==> config.mk <==
export PLATFORM = sky130hd
export DESIGN_NAME = ctrl_pipe_regs_flat
export DESIGN_NICKNAME = d
export VERILOG_FILES = /design/src/rtl/ctrl_pipe_regs_if.sv /design/src/rtl/ctrl_pipe_regs.sv /design/src/flat_wrapper.sv
export SDC_FILE = /design/constraint.sdc
export NUM_CORES = 1
export LEC_CHECK = 0
export ABC_AREA = 0
export ABC_CLOCK_PERIOD_IN_PS = 1720
export BUFFER_PORTS_ARGS = -buffer_cell sky130_fd_sc_hd__buf_2
export CAP_MARGIN = 20
export CORE_ASPECT_RATIO = 1.75
export CORE_MARGIN = 2
export CORE_UTILIZATION = 31
export CTS_BUF_LIST = sky130_fd_sc_hd__clkbuf_8
export DETAILED_ROUTE_END_ITERATION = 8
export SETUP_SLACK_MARGIN = 0.15
export SYNTH_ARGS = -nofsm -noshare
export SYNTH_HDL_FRONTEND = slang
export SYNTH_SLANG_ARGS = --single-unit
==> constraint.sdc <==
create_clock -name clk -period 1.72 [get_ports clk]
set_clock_uncertainty 0.15 [all_clocks]
set_input_delay 0.344 -clock clk [delete_from_list [all_inputs] [get_ports clk]]
set_output_delay 0.344 -clock clk [all_outputs]
set_load 0.05 [all_outputs]
==> src/rtl/ctrl_pipe_regs_if.sv <==
// Control-pipeline bundle: decoded ID controls in, per-stage registered controls out.
// The slave modport is the pipeline register block; master is the driver/observer side.
interface ctrl_pipe_regs_if #(
  parameter int REG_W = 5,
  parameter int CNT_W = 16
);
  logic             id_valid;
  logic             id_branch;
  logic             id_memread;
  logic             id_memtoreg;
  logic             id_memwrite;
  logic             id_regwrite;
  logic             id_alusrc;
  logic [1:0]       id_aluop;
  logic [REG_W-1:0] id_rs1;
  logic [REG_W-1:0] id_rs2;
  logic [REG_W-1:0] id_rd;
  logic             ex_branch_taken;
  logic             stall_id;
  logic             ex_valid;
  logic             ex_branch;
  logic             ex_memread;
  logic             ex_memtoreg;
  logic             ex_memwrite;
  logic             ex_regwrite;
  logic             ex_alusrc;
  logic [1:0]       ex_aluop;
  logic [REG_W-1:0] ex_rd;
  logic             mem_valid;
  logic             mem_branch;
  logic             mem_memread;
  logic             mem_memtoreg;
  logic             mem_memwrite;
  logic             mem_regwrite;
  logic [REG_W-1:0] mem_rd;
  logic             wb_valid;
  logic             wb_memtoreg;
  logic             wb_regwrite;
  logic [REG_W-1:0] wb_rd;
  logic [CNT_W-1:0] bubble_cnt;

  modport slave (
    input  id_valid, id_branch, id_memread, id_memtoreg, id_memwrite, id_regwrite,
           id_alusrc, id_aluop, id_rs1, id_rs2, id_rd, ex_branch_taken,
    output stall_id,
           ex_valid, ex_branch, ex_memread, ex_memtoreg, ex_memwrite, ex_regwrite,
           ex_alusrc, ex_aluop, ex_rd,
           mem_valid, mem_branch, mem_memread, mem_memtoreg, mem_memwrite, mem_regwrite, mem_rd,
           wb_valid, wb_memtoreg, wb_regwrite, wb_rd, bubble_cnt
  );

  modport master (
    output id_valid, id_branch, id_memread, id_memtoreg, id_memwrite, id_regwrite,
           id_alusrc, id_aluop, id_rs1, id_rs2, id_rd, ex_branch_taken,
    input  stall_id,
           ex_valid, ex_branch, ex_memread, ex_memtoreg, ex_memwrite, ex_regwrite,
           ex_alusrc, ex_aluop, ex_rd,
           mem_valid, mem_branch, mem_memread, mem_memtoreg, mem_memwrite, mem_regwrite, mem_rd,
           wb_valid, wb_memtoreg, wb_regwrite, wb_rd, bubble_cnt
  );
endinterface

==> src/rtl/ctrl_pipe_regs.sv <==
// ID/EX, EX/MEM and MEM/WB control registers with load-use stall detection,
// taken-branch squash of the ID instruction and a saturating bubble counter.
module ctrl_pipe_regs #(
  parameter int REG_W = 5,
  parameter int CNT_W = 16
) (
  input  logic           clk,
  input  logic           rst_n,
  ctrl_pipe_regs_if.slave bus
);

  logic stall_s;
  logic bubble_s;
  logic count_s;
  logic rs_match_s;

  // Load-use hazard detection; a taken branch discards IF/ID so it masks the stall.
  always_comb begin
    rs_match_s = 1'b0;
    stall_s    = 1'b0;
    bubble_s   = 1'b0;
    count_s    = 1'b0;
    if ((bus.ex_rd == bus.id_rs1) || (bus.ex_rd == bus.id_rs2)) begin
      rs_match_s = 1'b1;
    end else begin
      rs_match_s = 1'b0;
    end
    if (bus.id_valid && bus.ex_valid && bus.ex_memread && (bus.ex_rd != {REG_W{1'b0}})
        && rs_match_s && !bus.ex_branch_taken) begin
      stall_s = 1'b1;
    end else begin
      stall_s = 1'b0;
    end
    bubble_s = bus.ex_branch_taken | stall_s | ~bus.id_valid;
    // Only bubbles that displace a real instruction are counted, once per cycle.
    count_s  = bus.id_valid & (bus.ex_branch_taken | stall_s);
  end

  assign bus.stall_id = stall_s;

  // Pipeline control registers and bubble counter.
  always_ff @(posedge clk) begin
    if (!rst_n) begin
      bus.ex_valid     <= 1'b0;
      bus.ex_branch    <= 1'b0;
      bus.ex_memread   <= 1'b0;
      bus.ex_memtoreg  <= 1'b0;
      bus.ex_memwrite  <= 1'b0;
      bus.ex_regwrite  <= 1'b0;
      bus.ex_alusrc    <= 1'b0;
      bus.ex_aluop     <= 2'b00;
      bus.ex_rd        <= {REG_W{1'b0}};
      bus.mem_valid    <= 1'b0;
      bus.mem_branch   <= 1'b0;
      bus.mem_memread  <= 1'b0;
      bus.mem_memtoreg <= 1'b0;
      bus.mem_memwrite <= 1'b0;
      bus.mem_regwrite <= 1'b0;
      bus.mem_rd       <= {REG_W{1'b0}};
      bus.wb_valid     <= 1'b0;
      bus.wb_memtoreg  <= 1'b0;
      bus.wb_regwrite  <= 1'b0;
      bus.wb_rd        <= {REG_W{1'b0}};
      bus.bubble_cnt   <= {CNT_W{1'b0}};
    end else begin
      if (bubble_s) begin
        bus.ex_valid    <= 1'b0;
        bus.ex_branch   <= 1'b0;
        bus.ex_memread  <= 1'b0;
        bus.ex_memtoreg <= 1'b0;
        bus.ex_memwrite <= 1'b0;
        bus.ex_regwrite <= 1'b0;
        bus.ex_alusrc   <= 1'b0;
        bus.ex_aluop    <= 2'b00;
        bus.ex_rd       <= {REG_W{1'b0}};
      end else begin
        bus.ex_valid    <= 1'b1;
        bus.ex_branch   <= bus.id_branch;
        bus.ex_memread  <= bus.id_memread;
        bus.ex_memtoreg <= bus.id_memtoreg;
        bus.ex_memwrite <= bus.id_memwrite;
        bus.ex_regwrite <= bus.id_regwrite;
        bus.ex_alusrc   <= bus.id_alusrc;
        bus.ex_aluop    <= bus.id_aluop;
        bus.ex_rd       <= bus.id_rd;
      end
      bus.mem_valid    <= bus.ex_valid;
      bus.mem_branch   <= bus.ex_branch;
      bus.mem_memread  <= bus.ex_memread;
      bus.mem_memtoreg <= bus.ex_memtoreg;
      bus.mem_memwrite <= bus.ex_memwrite;
      bus.mem_regwrite <= bus.ex_regwrite;
      bus.mem_rd       <= bus.ex_rd;
      bus.wb_valid     <= bus.mem_valid;
      bus.wb_memtoreg  <= bus.mem_memtoreg;
      bus.wb_regwrite  <= bus.mem_regwrite;
      bus.wb_rd        <= bus.mem_rd;
      if (count_s && (bus.bubble_cnt != {CNT_W{1'b1}})) begin
        bus.bubble_cnt <= bus.bubble_cnt + {{(CNT_W-1){1'b0}}, 1'b1};
      end else begin
        bus.bubble_cnt <= bus.bubble_cnt;
      end
    end
  end

endmodule

==> src/flat_wrapper.sv <==
// flat-port wrapper written by rule: the top's interface ports become plain ports
module ctrl_pipe_regs_flat 
#(
  parameter int REG_W = 5,
  parameter int CNT_W = 16
)
  (clk, rst_n, bus_id_valid, bus_id_branch, bus_id_memread, bus_id_memtoreg, bus_id_memwrite, bus_id_regwrite, bus_id_alusrc, bus_id_aluop, bus_id_rs1, bus_id_rs2, bus_id_rd, bus_ex_branch_taken, bus_stall_id, bus_ex_valid, bus_ex_branch, bus_ex_memread, bus_ex_memtoreg, bus_ex_memwrite, bus_ex_regwrite, bus_ex_alusrc, bus_ex_aluop, bus_ex_rd, bus_mem_valid, bus_mem_branch, bus_mem_memread, bus_mem_memtoreg, bus_mem_memwrite, bus_mem_regwrite, bus_mem_rd, bus_wb_valid, bus_wb_memtoreg, bus_wb_regwrite, bus_wb_rd, bus_bubble_cnt);
  ctrl_pipe_regs_if #(.REG_W(REG_W), .CNT_W(CNT_W)) bus_i ();
  input  logic clk;
  input  logic rst_n;
  input wire logic [$bits(bus_i.id_valid)-1:0] bus_id_valid;
  input wire logic [$bits(bus_i.id_branch)-1:0] bus_id_branch;
  input wire logic [$bits(bus_i.id_memread)-1:0] bus_id_memread;
  input wire logic [$bits(bus_i.id_memtoreg)-1:0] bus_id_memtoreg;
  input wire logic [$bits(bus_i.id_memwrite)-1:0] bus_id_memwrite;
  input wire logic [$bits(bus_i.id_regwrite)-1:0] bus_id_regwrite;
  input wire logic [$bits(bus_i.id_alusrc)-1:0] bus_id_alusrc;
  input wire logic [$bits(bus_i.id_aluop)-1:0] bus_id_aluop;
  input wire logic [$bits(bus_i.id_rs1)-1:0] bus_id_rs1;
  input wire logic [$bits(bus_i.id_rs2)-1:0] bus_id_rs2;
  input wire logic [$bits(bus_i.id_rd)-1:0] bus_id_rd;
  input wire logic [$bits(bus_i.ex_branch_taken)-1:0] bus_ex_branch_taken;
  output wire logic [$bits(bus_i.stall_id)-1:0] bus_stall_id;
  output wire logic [$bits(bus_i.ex_valid)-1:0] bus_ex_valid;
  output wire logic [$bits(bus_i.ex_branch)-1:0] bus_ex_branch;
  output wire logic [$bits(bus_i.ex_memread)-1:0] bus_ex_memread;
  output wire logic [$bits(bus_i.ex_memtoreg)-1:0] bus_ex_memtoreg;
  output wire logic [$bits(bus_i.ex_memwrite)-1:0] bus_ex_memwrite;
  output wire logic [$bits(bus_i.ex_regwrite)-1:0] bus_ex_regwrite;
  output wire logic [$bits(bus_i.ex_alusrc)-1:0] bus_ex_alusrc;
  output wire logic [$bits(bus_i.ex_aluop)-1:0] bus_ex_aluop;
  output wire logic [$bits(bus_i.ex_rd)-1:0] bus_ex_rd;
  output wire logic [$bits(bus_i.mem_valid)-1:0] bus_mem_valid;
  output wire logic [$bits(bus_i.mem_branch)-1:0] bus_mem_branch;
  output wire logic [$bits(bus_i.mem_memread)-1:0] bus_mem_memread;
  output wire logic [$bits(bus_i.mem_memtoreg)-1:0] bus_mem_memtoreg;
  output wire logic [$bits(bus_i.mem_memwrite)-1:0] bus_mem_memwrite;
  output wire logic [$bits(bus_i.mem_regwrite)-1:0] bus_mem_regwrite;
  output wire logic [$bits(bus_i.mem_rd)-1:0] bus_mem_rd;
  output wire logic [$bits(bus_i.wb_valid)-1:0] bus_wb_valid;
  output wire logic [$bits(bus_i.wb_memtoreg)-1:0] bus_wb_memtoreg;
  output wire logic [$bits(bus_i.wb_regwrite)-1:0] bus_wb_regwrite;
  output wire logic [$bits(bus_i.wb_rd)-1:0] bus_wb_rd;
  output wire logic [$bits(bus_i.bubble_cnt)-1:0] bus_bubble_cnt;
  assign bus_i.id_valid = bus_id_valid;
  assign bus_i.id_branch = bus_id_branch;
  assign bus_i.id_memread = bus_id_memread;
  assign bus_i.id_memtoreg = bus_id_memtoreg;
  assign bus_i.id_memwrite = bus_id_memwrite;
  assign bus_i.id_regwrite = bus_id_regwrite;
  assign bus_i.id_alusrc = bus_id_alusrc;
  assign bus_i.id_aluop = bus_id_aluop;
  assign bus_i.id_rs1 = bus_id_rs1;
  assign bus_i.id_rs2 = bus_id_rs2;
  assign bus_i.id_rd = bus_id_rd;
  assign bus_i.ex_branch_taken = bus_ex_branch_taken;
  assign bus_stall_id = bus_i.stall_id;
  assign bus_ex_valid = bus_i.ex_valid;
  assign bus_ex_branch = bus_i.ex_branch;
  assign bus_ex_memread = bus_i.ex_memread;
  assign bus_ex_memtoreg = bus_i.ex_memtoreg;
  assign bus_ex_memwrite = bus_i.ex_memwrite;
  assign bus_ex_regwrite = bus_i.ex_regwrite;
  assign bus_ex_alusrc = bus_i.ex_alusrc;
  assign bus_ex_aluop = bus_i.ex_aluop;
  assign bus_ex_rd = bus_i.ex_rd;
  assign bus_mem_valid = bus_i.mem_valid;
  assign bus_mem_branch = bus_i.mem_branch;
  assign bus_mem_memread = bus_i.mem_memread;
  assign bus_mem_memtoreg = bus_i.mem_memtoreg;
  assign bus_mem_memwrite = bus_i.mem_memwrite;
  assign bus_mem_regwrite = bus_i.mem_regwrite;
  assign bus_mem_rd = bus_i.mem_rd;
  assign bus_wb_valid = bus_i.wb_valid;
  assign bus_wb_memtoreg = bus_i.wb_memtoreg;
  assign bus_wb_regwrite = bus_i.wb_regwrite;
  assign bus_wb_rd = bus_i.wb_rd;
  assign bus_bubble_cnt = bus_i.bubble_cnt;
  ctrl_pipe_regs #(.REG_W(REG_W), .CNT_W(CNT_W)) u_core (.clk(clk), .rst_n(rst_n), .bus(bus_i));
endmodule
==> results of run 1 <==
[final timing paths]
| check | startpoint | to | slack, ns | depth (start not counted) |
|---|---|---|---|---|
| worst min-delay path | bus_id_rd[4] | u_core.bus.ex_rd[4] | 0.08 | 2 |
| worst max register to register | u_core.bus.ex_rd[1] | u_core.bus.bubble_cnt[8] | -0.39 | 8 |
| worst min register to register | u_core.bus.mem_memtoreg | u_core.bus.wb_memtoreg | 0.31 | 1 |
| worst max-delay path | u_core.bus.ex_rd[1] | bus_stall_id | -0.45 | 4 |
[per-layer routing]
metal  global-route usage [%]  vias up
met5                        0        -
met4                     9.12        0
met3                     3.99       15
met2                     29.2       69
met1                     15.8      915
li1                         -      970
[sequential cells by signal, indices dropped and copies added, names as in the netlist, 2 cells and up]
name                   flops
u_core.bus.ex_rd           5
u_core.bus.mem_rd          5
u_core.bus.ex_aluop        2
u_core.bus.wb_rd           5
u_core.bus.bubble_cnt     16
[cells in the mapped netlist (4+ instances only)]
cell type	count
a21boi_1	7
mux2i_1	5
nand2_1	12
nand3_1	14
nand2b_1	5
dfxtp_1	49
xnor2_1	10
clkbuf_1	4
nor4_1	4
or4_1	6
and2_1	34
o31ai_1	7
[area by class of cell]
class / count / area (um^2)
Clock buffer: 7 / 96.3
Clock inverter: 1 / 5.00
Fill cell: 559 / 2790
Inverter: 1 / 3.75
Multi-Input combinational cell: 136 / 1150
Sequential cell: 49 / 1030
Tap cell: 80 / 100
Timing Repair Buffer: 136 / 1010
[timing repair]
item / in CTS / in global routing
resized for setup: 28 / 42
hold buffers: 0 / 0
cloned: 2 / 2
setup endpoints to repair: 32 / 43
pin swaps: 11 / 25
setup buffers: 10 / 2
[power by group]
part / internal (uW) / leakage (uW) / switching (uW)
Sequential: 1140 / 0.000408 / 8.44
Clock: 364 / 0.0000542 / 394
Combinational: 150 / 0.00106 / 178
Total: 1650 / 0.00152 / 580
[critical path: stages (launching register included)]
cell	delay (ns)
dfxtp_4	0.35
or3_4	0.37
o311a_4	0.33
and4_4	0.18
buf_8	0.14
[logic make-up (layout without fill, tap and decap cells)]
group	count (synthesis)	after routing	synth area share [%]
AO/OA/AOI/OAI	28	28	12.4
AND/OR/NAND/NOR	92	92	27.3
multiplexers	5	5	2.53
adder cells (fa/ha/maj)	1	1	0.633
flip-flops	49	49	49.7
buffers and inverters	11	145	3.04
XOR/XNOR	10	10	4.43
[stage by stage]
| step | cells | hold slack (ns) |
|---|---|---|
| finish | 410 | 0.0811 |
| global route | 410 | 0.0669 |
| CTS | 406 | 0.0683 |
| detailed placement | 386 | 0.288 |
| global placement | 386 | 0.284 |
| floorplan | 196 | 0.315 |
==> results.py, run 1 <==
metrics = {
    "timing": {
        "fin_crit_sh_pct": 126,
        "maxSlewViolCount": 0,
        "fin_ws_ns": -0.450,
        "totalNegativeSetupSlack_ns": -8.95,
        "hold_viol": 0,
        "worst_slew_pin_slew_ns": 0.314,
        "min_period_ns": 2.17,
        "relSlewSlack_pct": 78.9,
        "rsz0062_at_grt": "true",
        "max_freq_ghz": 0.461,
        "finalSetupViolations": 31,
    },
    "finish": {
        "most-common-layout-cells": "buf_2 (62), buf_4 (44), dfxtp_1 (31)",
        "final_util_pct": 54.9,
        "layout_commonest_cell": "buf_2",
        "final_cell_area_mm2": 0.00339,
        "num_antenna_cells": 0,
        "drive_above_1_share_pct": 60.3,
        "nets": 357,
        "synthToLayoutAreaGrowth_pct": 71.8,
    },
    "power": {
        "peakVddDrop_mv": 0.647,
        "p_per_area_mw_per_mm2": 658,
        "power.total_uw": 2230,
        "power_leakage_uw": 0.00152,
    },
    "synth": {
        "yosys.area.top_type": "dfxtp_1",
        "synthArstFlopShare_pct": 0,
        "syn_area_per_cell_um2": 10.1,
        "synth_top_area_share_pct": 49.7,
        "synth_edf_count": 0,
        "yosys_warnings": 0,
        "syn_inst": 196,
        "synth_seq_area_share_pct": 49.7,
        "synthTopCellsByArea": "dfxtp_1 (50%), and2_1 (11%), xnor2_1 (4.4%)",
        "synth_seq_cells": 49,
        "synth_ff_type": "dfxtp_1",
        "synthesis.nets": 224,
        "yosysUniqueCellTypes": 39,
        "syn_area_mm2": 0.00198,
    },
    "cts": {
        "clk_pin_slew_ns": 0.08,
        "cts_buffers": 5,
        "clk_path_buf_depth": 2,
        "clock-sinks": 49,
        "cts_tree": "yes",
        "clock-root-buffer": "clkbuf_8",
        "cts_htree_levels": 2,
        "insertion_delay_ns": 0.31,
    },
    "setup_path": {
        "path_max_fanout": 2,
        "end_kind": "output pin",
        "crit_type": "reg -> out",
        "cp-start-kind": "flop",
        "required_ns": 1.23,
        "crit_arrival_ns": 1.68,
    },
    "placement": {
        "place_area_mm2": 0.00283,
        "hpwl_um": 3820,
        "place.gp.congestion": 0.802,
        "port_buffers": 76,
        "dp_slack_ns": -0.428,
    },
    "floorplan": {
        "die-area_mm2": 0.00705,
        "std_cell_rows": 38,
        "die_y_um": 110,
        "core_area_mm2": 0.00618,
        "dieWidth_um": 64.3,
        "start_util_pct": 32.0,
        "io_pins": 77,
    },
    "routing": {
        "wl_met2_um": 3230,
        "first_iter_violations": 56,
        "ant_nets": 0,
        "m1WireLength_um": 2050,
        "vias": 1969,
        "drt_wl_total_um": 5780,
        "first_pass_iters": 4,
        "top_layer": "met4",
        "avgViaCountPerCell": 4.80,
        "met3WireLength_um": 306,
        "drc_errors": 0,
        "post_drt_wl_per_cell_um": 14.1,
    },
    "outcome": {
        "outcome": "complete, but fails checks",
        "violations": "setup timing",
    },
    "grt": {
        "grt_pass1_wl_um": 8460,
        "grt_pass1_vias": 1898,
        "grt_max_degree": 25,
        "gr-total-overflow": 0,
        "antenna_found_initial": 0,
        "grt_use_total_pct": 15.8,
    },
    "min_path": {
        "hold_class": "in -> reg",
    },
    "run": {
        "max_cap_viol_count": 0,
    },
}
(Power assumes the default switching activity.)
==> run 2: changes to the inputs <==
Settings changed: MAX_ROUTING_LAYER from default to met4.
==> results.py, run 2 (synthesis results as in run 1) <==
metrics = {
    "setup_path": {
        "rrSetupSlack_ns": -0.39,
        "crit_start": "u_core.bus.ex_rd[1]",
        "end_kind": "output pin",
        "crit_type": "reg -> out",
        "rr_startpoint": "u_core.bus.ex_rd[1]",
        "crit_arrival_ns": 1.68,
        "path_max_fanout": 2,
        "required_ns": 1.23,
        "cp-start-kind": "flop",
    },
    "finish": {
        "synthToLayoutAreaGrowth_pct": 71.8,
        "nFillCells": 559,
        "nets": 357,
        "multiInputGateArea_mm2": 0.00115,
        "layout_commonest_cell": "buf_2",
        "largest_reg_flops": 16,
        "drive_above_1_share_pct": 60.3,
        "layout.area.seq_mm2": 0.00103,
        "top_register": "u_core.bus.bubble_cnt",
        "final_cells": 410,
        "final_util_pct": 54.9,
        "num_antenna_cells": 0,
        "most-common-layout-cells": "buf_2 (62), buf_4 (44), dfxtp_1 (31)",
    },
    "floorplan": {
        "die-area_mm2": 0.00705,
        "dieWidth_um": 64.3,
        "start_util_pct": 32.0,
        "die_y_um": 110,
        "core_area_mm2": 0.00618,
        "io_pins": 77,
        "std_cell_rows": 38,
    },
    "cts": {
        "cts_htree_levels": 2,
        "clk_path_buf_depth": 2,
        "cts_buffers": 5,
        "insertion_delay_ns": 0.32,
        "clock-root-buffer": "clkbuf_8",
        "clock-sinks": 49,
        "clk_pin_slew_ns": 0.08,
        "cts_tree": "yes",
    },
    "outcome": {
        "violations": "setup timing",
        "outcome": "complete, but fails checks",
    },
    "grt": {
        "antenna_found_initial": 0,
        "grt_pass1_wl_um": 8450,
        "grt_pass1_vias": 1899,
        "grt_use_total_pct": 16.3,
        "grt_max_degree": 25,
        "gr-total-overflow": 0,
    },
    "routing": {
        "drc_errors": 0,
        "avgViaCountPerCell": 4.82,
        "first_pass_iters": 4,
        "vias": 1976,
        "first_iter_violations": 60,
        "drt_wl_total_um": 5840,
        "post_drt_wl_per_cell_um": 14.2,
        "ant_nets": 0,
    },
    "power": {
        "p_per_area_mw_per_mm2": 660,
        "peakVddDrop_mv": 0.650,
        "power_leakage_uw": 0.00152,
    },
    "timing": {
        "finalSetupViolations": 31,
        "worst_slew_pin_slew_ns": 0.325,
        "rsz0062_at_grt": "true",
        "totalNegativeSetupSlack_ns": -8.98,
        "max_freq_ghz": 0.460,
        "hold_viol": 0,
        "maxSlewViolCount": 0,
        "fin_crit_sh_pct": 126,
        "fin_ws_ns": -0.455,
        "min_period_ns": 2.17,
        "relSlewSlack_pct": 78.1,
        "fin_hold_ws_ns": 0.0763,
    },
    "min_path": {
        "hold_class": "in -> reg",
        "min_from": "bus_id_rd[4]",
    },
    "placement": {
        "dp.cells": 386,
        "dp_slack_ns": -0.428,
        "port_buffers": 76,
        "place.gp.congestion": 0.813,
        "hpwl_um": 3820,
    },
    "run": {
        "max_cap_viol_count": 0,
    },
}
==> run 2: path summary, 6_finish.rpt <==
kind	to	depth (start not counted)
setup / recovery	bus_stall_id	4
hold / removal	u_core.bus.ex_rd[4]	2
setup reg to reg	u_core.bus.bubble_cnt[8]	8
hold reg to reg	u_core.bus.wb_memtoreg	1
==> run 2: timing repair <==
action	CTS	global route
gates cloned	2	2
endpoints found under the hold margin	0	0
gates resized for setup	28	42
endpoints found under the setup margin	32	43
hold buffers	0	0
setup buffers	10	2
pin swaps	11	25
==> run 2: per-stage QoR <==
step	power, uW	cell area (um^2)
after CTS	2230	3160
after detailed placement	1420	2830
after global routing	2330	3390
after floorplan	1320	2070
after global placement	1410	2830
final	2240	3390
==> run 2: power by group <==
| part | switching, uW | internal, uW |
|---|---|---|
| combinational | 178 | 150 |
| sequential | 8.57 | 1140 |
| clock | 399 | 364 |
| total | 586 | 1650 |
==> run 2: metal layers <==
| metal | global-route usage [%] | wire length (um) |
|---|---|---|
| met1 | 15.9 | 2110 |
| met2 | 29.2 | 3200 |
| met3 | 3.79 | 303 |
| met4 | 9.12 | 225 |
| met5 | - | 0 |
==> run 2: worst max-delay path, cell delays in order, from the launching register on <==
cell     delay [ns]
dfxtp_4        0.35
or3_4          0.37
o311a_4        0.33
and4_4         0.18
buf_8          0.14
==> run 2: layout make-up <==
| cell class | count | share of cell area [%] |
|---|---|---|
| Timing Repair Buffer | 136 | 29.9 |
| Sequential cell | 49 | 30.2 |
| Inverter | 1 | 0.111 |
| Multi-Input combinational cell | 136 | 33.8 |
| Clock buffer | 7 | 2.84 |
| Tap cell | 80 | 2.95 |
| Clock inverter | 1 | 0.147 |
